<file path="config.mk">
export PLATFORM = sky130hd
export DESIGN_NAME = lap_countdown_timer
export DESIGN_NICKNAME = d
export VERILOG_FILES = /design/src/rtl/timer_pkg.sv /design/src/rtl/lap_fifo.sv /design/src/rtl/lap_countdown_timer.sv
export SDC_FILE = /design/constraint.sdc
export NUM_CORES = 1
export LEC_CHECK = 0
export ABC_AREA = 1
export ABC_CLOCK_PERIOD_IN_PS = 6050
export CAP_MARGIN = 25
export CORE_MARGIN = 2
export CORE_UTILIZATION = 65
export DETAILED_ROUTE_END_ITERATION = 8
export DONT_BUFFER_PORTS = 1
export GPL_TIMING_DRIVEN = 1
export HOLD_SLACK_MARGIN = 0.02
export PLACE_DENSITY_LB_ADDON = 0.12
export SLEW_MARGIN = 20
export SYNTH_ARGS = -nofsm -noshare
export SYNTH_HDL_FRONTEND = slang
export SYNTH_HIERARCHICAL = 1
export SYNTH_SLANG_ARGS = --single-unit
</file>
<file path="constraint.sdc">
create_clock -name clockSignal -period 6.05 [get_ports clockSignal]
set_input_delay 0.605 -clock clockSignal [delete_from_list [all_inputs] [get_ports clockSignal]]
set_output_delay 0.605 -clock clockSignal [all_outputs]
set_load 0.02 [all_outputs]
</file>
<file path="src/rtl/timer_pkg.sv">
// Shared FSM state type and mode encodings for the lap countdown timer.
package timer_pkg;

  typedef enum logic [1:0] {
    StIdle,
    StRunning,
    StPaused,
    StExpired
  } timer_state_e;

  localparam logic MODE_STOPWATCH = 1'b0;
  localparam logic MODE_COUNTDOWN = 1'b1;

endpackage

</file>
<file path="src/rtl/lap_fifo.sv">
// Circular lap FIFO: drops pushes when full (sticky overflow), allows push+pop when full,
// and a synchronous flush that also clears the overflow flag.
module lap_fifo #(
  parameter int unsigned WIDTH = 16,
  parameter int unsigned DEPTH = 4
) (
  input  logic             i_clk,
  input  logic             i_rst,
  input  logic             i_push,
  input  logic             i_pop,
  input  logic             i_flush,
  input  logic [WIDTH-1:0] i_data,
  output logic [WIDTH-1:0] o_data,
  output logic             o_valid,
  output logic             o_overflow
);

  localparam int unsigned AW = (DEPTH > 1) ? $clog2(DEPTH) : 1;
  localparam logic [AW-1:0] LAST_PTR = AW'(DEPTH - 1);
  localparam logic [AW:0] FULL_CNT = (AW + 1)'(DEPTH);

  logic [WIDTH-1:0] r_mem [DEPTH];
  logic [AW-1:0]    r_rd_ptr;
  logic [AW-1:0]    r_wr_ptr;
  logic [AW:0]      r_cnt;
  logic             r_overflow;

  logic w_empty;
  logic w_full;
  logic w_pop_ok;
  logic w_push_ok;

  assign w_empty   = (r_cnt == '0);
  assign w_full    = (r_cnt == FULL_CNT);
  assign w_pop_ok  = i_pop && !w_empty;
  // A pop in the same cycle frees the slot the push needs.
  assign w_push_ok = i_push && (!w_full || w_pop_ok);

  always_ff @(posedge i_clk or posedge i_rst) begin
    if (i_rst) begin
      r_rd_ptr   <= '0;
      r_wr_ptr   <= '0;
      r_cnt      <= '0;
      r_overflow <= 1'b0;
    end else if (i_flush) begin
      r_rd_ptr   <= '0;
      r_wr_ptr   <= '0;
      r_cnt      <= '0;
      r_overflow <= 1'b0;
    end else begin
      if (w_push_ok) begin
        r_wr_ptr <= (r_wr_ptr == LAST_PTR) ? '0 : r_wr_ptr + 1'b1;
      end
      if (w_pop_ok) begin
        r_rd_ptr <= (r_rd_ptr == LAST_PTR) ? '0 : r_rd_ptr + 1'b1;
      end
      if (w_push_ok && !w_pop_ok) begin
        r_cnt <= r_cnt + 1'b1;
      end else if (w_pop_ok && !w_push_ok) begin
        r_cnt <= r_cnt - 1'b1;
      end
      if (i_push && !w_push_ok) begin
        r_overflow <= 1'b1;
      end
    end
  end

  always_ff @(posedge i_clk) begin
    if (w_push_ok && !i_flush) begin
      r_mem[r_wr_ptr] <= i_data;
    end
  end

  assign o_data     = w_empty ? '0 : r_mem[r_rd_ptr];
  assign o_valid    = !w_empty;
  assign o_overflow = r_overflow;

endmodule

</file>
<file path="src/rtl/lap_countdown_timer.sv">
// Stopwatch / countdown timer with a prescaled tick, lap capture FIFO and expiry ring.
// All outputs come straight from registers or from state decode.
module lap_countdown_timer
  import timer_pkg::*;
#(
  parameter int unsigned TICK_DIV  = 4,
  parameter int unsigned COUNT_W   = 16,
  parameter int unsigned LAP_DEPTH = 4
) (
  input  logic               clockSignal,
  input  logic               reset,
  input  logic               modeSelect,
  input  logic               startOrStop,
  input  logic               splitOrReset,
  input  logic               load,
  input  logic [COUNT_W-1:0] loadValue,
  input  logic               lapRead,
  output logic [COUNT_W-1:0] countValue,
  output logic               running,
  output logic [COUNT_W-1:0] lapValue,
  output logic               lapValid,
  output logic               lapOverflow,
  output logic               ringSound
);

  localparam int unsigned PW = $clog2(TICK_DIV);
  localparam logic [PW-1:0] PRESC_LAST = PW'(TICK_DIV - 1);
  localparam logic [COUNT_W-1:0] COUNT_MAX = '1;
  localparam logic [COUNT_W-1:0] COUNT_ONE = COUNT_W'(1);

  timer_state_e       r_state;
  timer_state_e       w_state_next;
  logic [PW-1:0]      r_presc;
  logic [COUNT_W-1:0] r_count;
  logic [COUNT_W-1:0] w_count_next;
  logic               r_mode;

  logic w_tick;
  logic w_start_ok;
  logic w_split;
  logic w_expire;
  logic w_lap_push;
  logic w_lap_flush;

  assign w_tick      = (r_state == StRunning) && (r_presc == PRESC_LAST);
  // A countdown from zero would expire immediately, so such a start is refused.
  assign w_start_ok  = startOrStop && !((modeSelect == MODE_COUNTDOWN) && (r_count == '0));
  assign w_split     = splitOrReset && !startOrStop;
  assign w_expire    = (r_mode == MODE_COUNTDOWN) && w_tick && (r_count == COUNT_ONE);
  assign w_lap_push  = (r_state == StRunning) && (r_mode == MODE_STOPWATCH) && w_split;
  assign w_lap_flush = (r_state == StPaused) && w_split;

  always_ff @(posedge clockSignal or posedge reset) begin
    if (reset) begin
      r_state <= StIdle;
    end else begin
      r_state <= w_state_next;
    end
  end

  always_comb begin
    w_state_next = r_state;
    case (r_state)
      StIdle: begin
        if (w_start_ok) w_state_next = StRunning;
      end
      StRunning: begin
        if (w_expire) begin
          w_state_next = StExpired;
        end else if (startOrStop) begin
          w_state_next = StPaused;
        end
      end
      StPaused: begin
        if (startOrStop) begin
          w_state_next = StRunning;
        end else if (w_split) begin
          w_state_next = StIdle;
        end
      end
      StExpired: begin
        if (startOrStop || splitOrReset) w_state_next = StIdle;
      end
      default: w_state_next = StIdle;
    endcase
  end

  always_comb begin
    running   = (r_state == StRunning);
    ringSound = (r_state == StExpired);
  end

  always_comb begin
    w_count_next = r_count;
    case (r_state)
      StIdle: begin
        if (!w_start_ok && load) w_count_next = loadValue;
      end
      StRunning: begin
        if (w_tick) begin
          if (r_mode == MODE_STOPWATCH) begin
            if (r_count != COUNT_MAX) w_count_next = r_count + 1'b1;
          end else begin
            w_count_next = r_count - 1'b1;
          end
        end
      end
      StPaused: begin
        if (w_split) w_count_next = '0;
      end
      StExpired: begin
        if (startOrStop || splitOrReset) w_count_next = '0;
      end
      default: w_count_next = '0;
    endcase
  end

  always_ff @(posedge clockSignal or posedge reset) begin
    if (reset) begin
      r_count <= '0;
      r_presc <= '0;
      r_mode  <= MODE_STOPWATCH;
    end else begin
      r_count <= w_count_next;
      // Held at zero in IDLE so every run starts a fresh tick period; frozen while paused.
      if (r_state == StIdle) begin
        r_presc <= '0;
      end else if (r_state == StRunning) begin
        r_presc <= w_tick ? '0 : r_presc + 1'b1;
      end
      if ((r_state == StIdle) && w_start_ok) begin
        r_mode <= modeSelect;
      end
    end
  end

  lap_fifo #(
    .WIDTH(COUNT_W),
    .DEPTH(LAP_DEPTH)
  ) u_lap_fifo (
    .i_clk      (clockSignal),
    .i_rst      (reset),
    .i_push     (w_lap_push),
    .i_pop      (lapRead),
    .i_flush    (w_lap_flush),
    .i_data     (r_count),
    .o_data     (lapValue),
    .o_valid    (lapValid),
    .o_overflow (lapOverflow)
  );

  assign countValue = r_count;

endmodule

</file>
==> results.yml <==
timing:
  rsz0062_at_grt: "false"
  finalSetupViolations: 0
  worst_pin_slew_ns: 0.927
  min_period_ns: 2.82
  finalCritPeriodShare_pct: 46.6
  fin_worst_skew_ns: 0.00698
  layout_setup_ws_ns: 3.23
  final_max_slew_viol_count: 0
  timing.fmax_ghz: 0.355
  tns_ns: 0
  hold_violations: 0
  maxSlewHeadroom_pct: 38.1
place:
  preCtsSetupSlack_ns: 3.40
  io_buffers: 0
  place.gp.congestion: 0.923
  hpwlAfterDp_um: 7150
  dpl-instance-area_mm2: 0.00498
floorplanning:
  coreArea_mm2: 0.00729
  die_width_um: 91.0
  ioPinCount: 59
  fp-row-count: 31
  start_util_pct: 67.4
  die_area_mm2: 0.00827
  die_h_um: 91.0
global_route:
  grt_first_pass_wirelength_um: 17900
  grt_max_degree: 34
  grt_overflow: 0
  grt_pass1_vias: 3705
  track_usage_pct: 27.6
  antenna_found_initial: 0
cells_and_area:
  multi_input_area_mm2: 0.00197
  drive_gt1_share_pct: 8.35
  finalInstanceArea_mm2: 0.00517
  regArea_mm2: 0.00265
  nets: 603
  diodes: 0
  fillers: 572
  syn_to_final_growth_pct: 5.09
  utilization_pct: 70.8
power_and_ir_drop:
  p_leak_nw: 2.12
  total_power_mw: 2.68
  cellPowerDensity_mw_per_mm2: 519
  ir_worst_vdd_v: 0.000412
worst_setup_path:
  start_kind: "flip-flop"
  r2r-end: "u_lap_fifo/r_mem[2][4]"
  crit_arrival_ns: 2.21
  path_max_fanout: 18
  r2r_cells: 6
  critical_path_class: "flip-flop to output pin"
  worstSetupEndpointType: "output pin"
  cp-startpoint: "u_lap_fifo/r_rd_ptr[1]"
  r2r_slack_ns: 3.45
  crit_path_end: "lapValue[5]"
  required_ns: 5.44
  regToRegStartpoint: "r_state[1]"
routing:
  dr.pass1.iters: 5
  vias_per_cell: 5.76
  routed_wl_um: 10800
  via_count: 3881
  drt_iter0_drc: 240
  drc: 0
  postRouteAntennaNets: 0
  wl_per_cell_um: 16.1
synth:
  synth_common_cells: "123 x nand2_1, 114 x nor2_1, 64 x edfxtp_1, 45 x o21ai_0, 44 x inv_1"
  netlist_area_mm2: 0.00492
  synth_seq_cells: 93
  async_reset_ff_share_pct: 31.2
  synth_compound_gate_area_share_pct: 9.06
  yosys.area_share.simple_pct: 27.9
  synth_enable_flop_cells: 64
  synth_fa_ha_area_share_pct: 2.70
  avgSynthCellArea_um2: 8.58
  synth_xor_area_share_pct: 0.178
  synth_area_leader_cell: "edfxtp_1"
  yosys_most_used_dff: "edfxtp_1"
  synth.area.top_cells: "edfxtp_1 39%, dfrtp_1 15%, nand2_1 9.4%"
  synth_top_family_by_area: "simple AND/OR/NAND/NOR gates"
  seq_area_frac_synth_pct: 53.9
  yosysWarnings: 6
  synth_nets: 606
  syn_inst: 573
  yosysTopAreaCellShare_pct: 39.1
  yosys.cell_count.top_type: "nand2_1"
  synth_cell_types: 33
  muxShareOfSynthArea_pct: 0.204
clock_network:
  cts_setup_buffers: 0
  cts-htree-levels: 3
  numCtsBuffers: 9
  clk_path_buf_depth: 2
  path_clk_slew_ns: 0.10
  cts_tree: "built"
  clockRootBuffer: "clkbuf_8"
  cts_resized: 0
  cts_sinks: 93
  holdBufCountCts: 0
  clk_latency_ns: 0.36
worst_hold_path:
  hold_path.class: "primary input to async pin"
run:
  maxCapViolCount: 0
outcome:
  status: "complete, no violations"
## how the worst min path moves through the flow
stage	startpoint	endpoint	slack [ns]	depth (start not counted)
6_report	reset	u_lap_fifo/o_overflow	0.07	1
5_1_grt	reset	u_lap_fifo/r_rd_ptr[0]	0.07	1
2_1_floorplan	reset	u_lap_fifo/o_overflow	0.42	1
4_1_cts	reset	u_lap_fifo/o_overflow	0.06	1
3_5_place_dp	reset	u_lap_fifo/r_cnt[1]	0.46	1
3_3_place_gp	reset	u_lap_fifo/r_cnt[0]	0.45	1
## routing by layer
| metal | global-route usage, % | share of wire, % |
|---|---|---|
| met2 | 45.6 | 49 |
| met4 | 10.2 | 1.9 |
| met3 | 5.98 | 7.8 |
| met5 | 0 | 0 |
| met1 | 36.2 | 41 |
## worst max-delay path: stages, from the launching register on
cell and delay [ns]:
dfrtp_1 0.81, inv_2 0.30, nor2_1 0.23, o21ai_0 0.11
a21oi_1 0.39
## cell usage in the layout, fill, tap and decap left out, drive strengths merged, types with 2 or more instances in the layout
| master | n |
|---|---|
| dfrtp | 29 |
| inv | 52 |
| edfxtp | 64 |
| clkinv | 2 |
| buf | 5 |
| nand4 | 10 |
| clkbuf | 9 |
| nand3 | 40 |
| clkinvlp | 2 |
| o22ai | 2 |
| nor2 | 125 |
| nor3 | 4 |
| nand3b | 7 |
| a21oi | 26 |
| ha | 9 |
| o21ai | 55 |
| nand2 | 129 |
## stage by stage
step	instances	hold slack, ns
after floorplan	573	0.421
final	674	0.0681
after detailed placement	658	0.461
after global placement	656	0.454
after CTS	674	0.0625
after global routing	674	0.0712
## where the power goes
part | internal [mW] | switching [mW] | leakage, nW
logic | 0.350 | 0.790 | 1.10
registers | 0.836 | 0.316 | 0.941
clock network | 0.156 | 0.234 | 0.0873
## kinds of logic (layout without fill, tap and decap cells)
logic type	Yosys count	after routing
AO/OA/AOI/OAI	85	85
XOR/XNOR	1	1
adder cells (fa/ha/maj)	10	10
buffers and inverters	68	70
flip-flops	93	93
multiplexers	1	1
AND/OR/NAND/NOR	315	315
## layout make-up
| cell class | count | share of cell area [%] |
|---|---|---|
| clock buffer | 9 | 2.40 |
| timing repair buffer | 5 | 1.11 |
| multi-input combinational | 412 | 38.1 |
| inverter | 49 | 3.61 |
| sequential | 93 | 51.2 |
| clock inverter | 7 | 1.14 |
| tap | 99 | 2.40 |
## state kept, by name, summed over array words and instances (netlist names), 2 cells and up
| register | count |
|---|---|
| u_lap_fifo/r_rd_ptr | 2 |
| countValue | 16 |
| r_presc | 2 |
| u_lap_fifo/r_mem | 64 |
| r_state | 2 |
| u_lap_fifo/r_cnt | 3 |
| u_lap_fifo/r_wr_ptr | 2 |
Note: power is estimated with default switching activity, not from simulation.
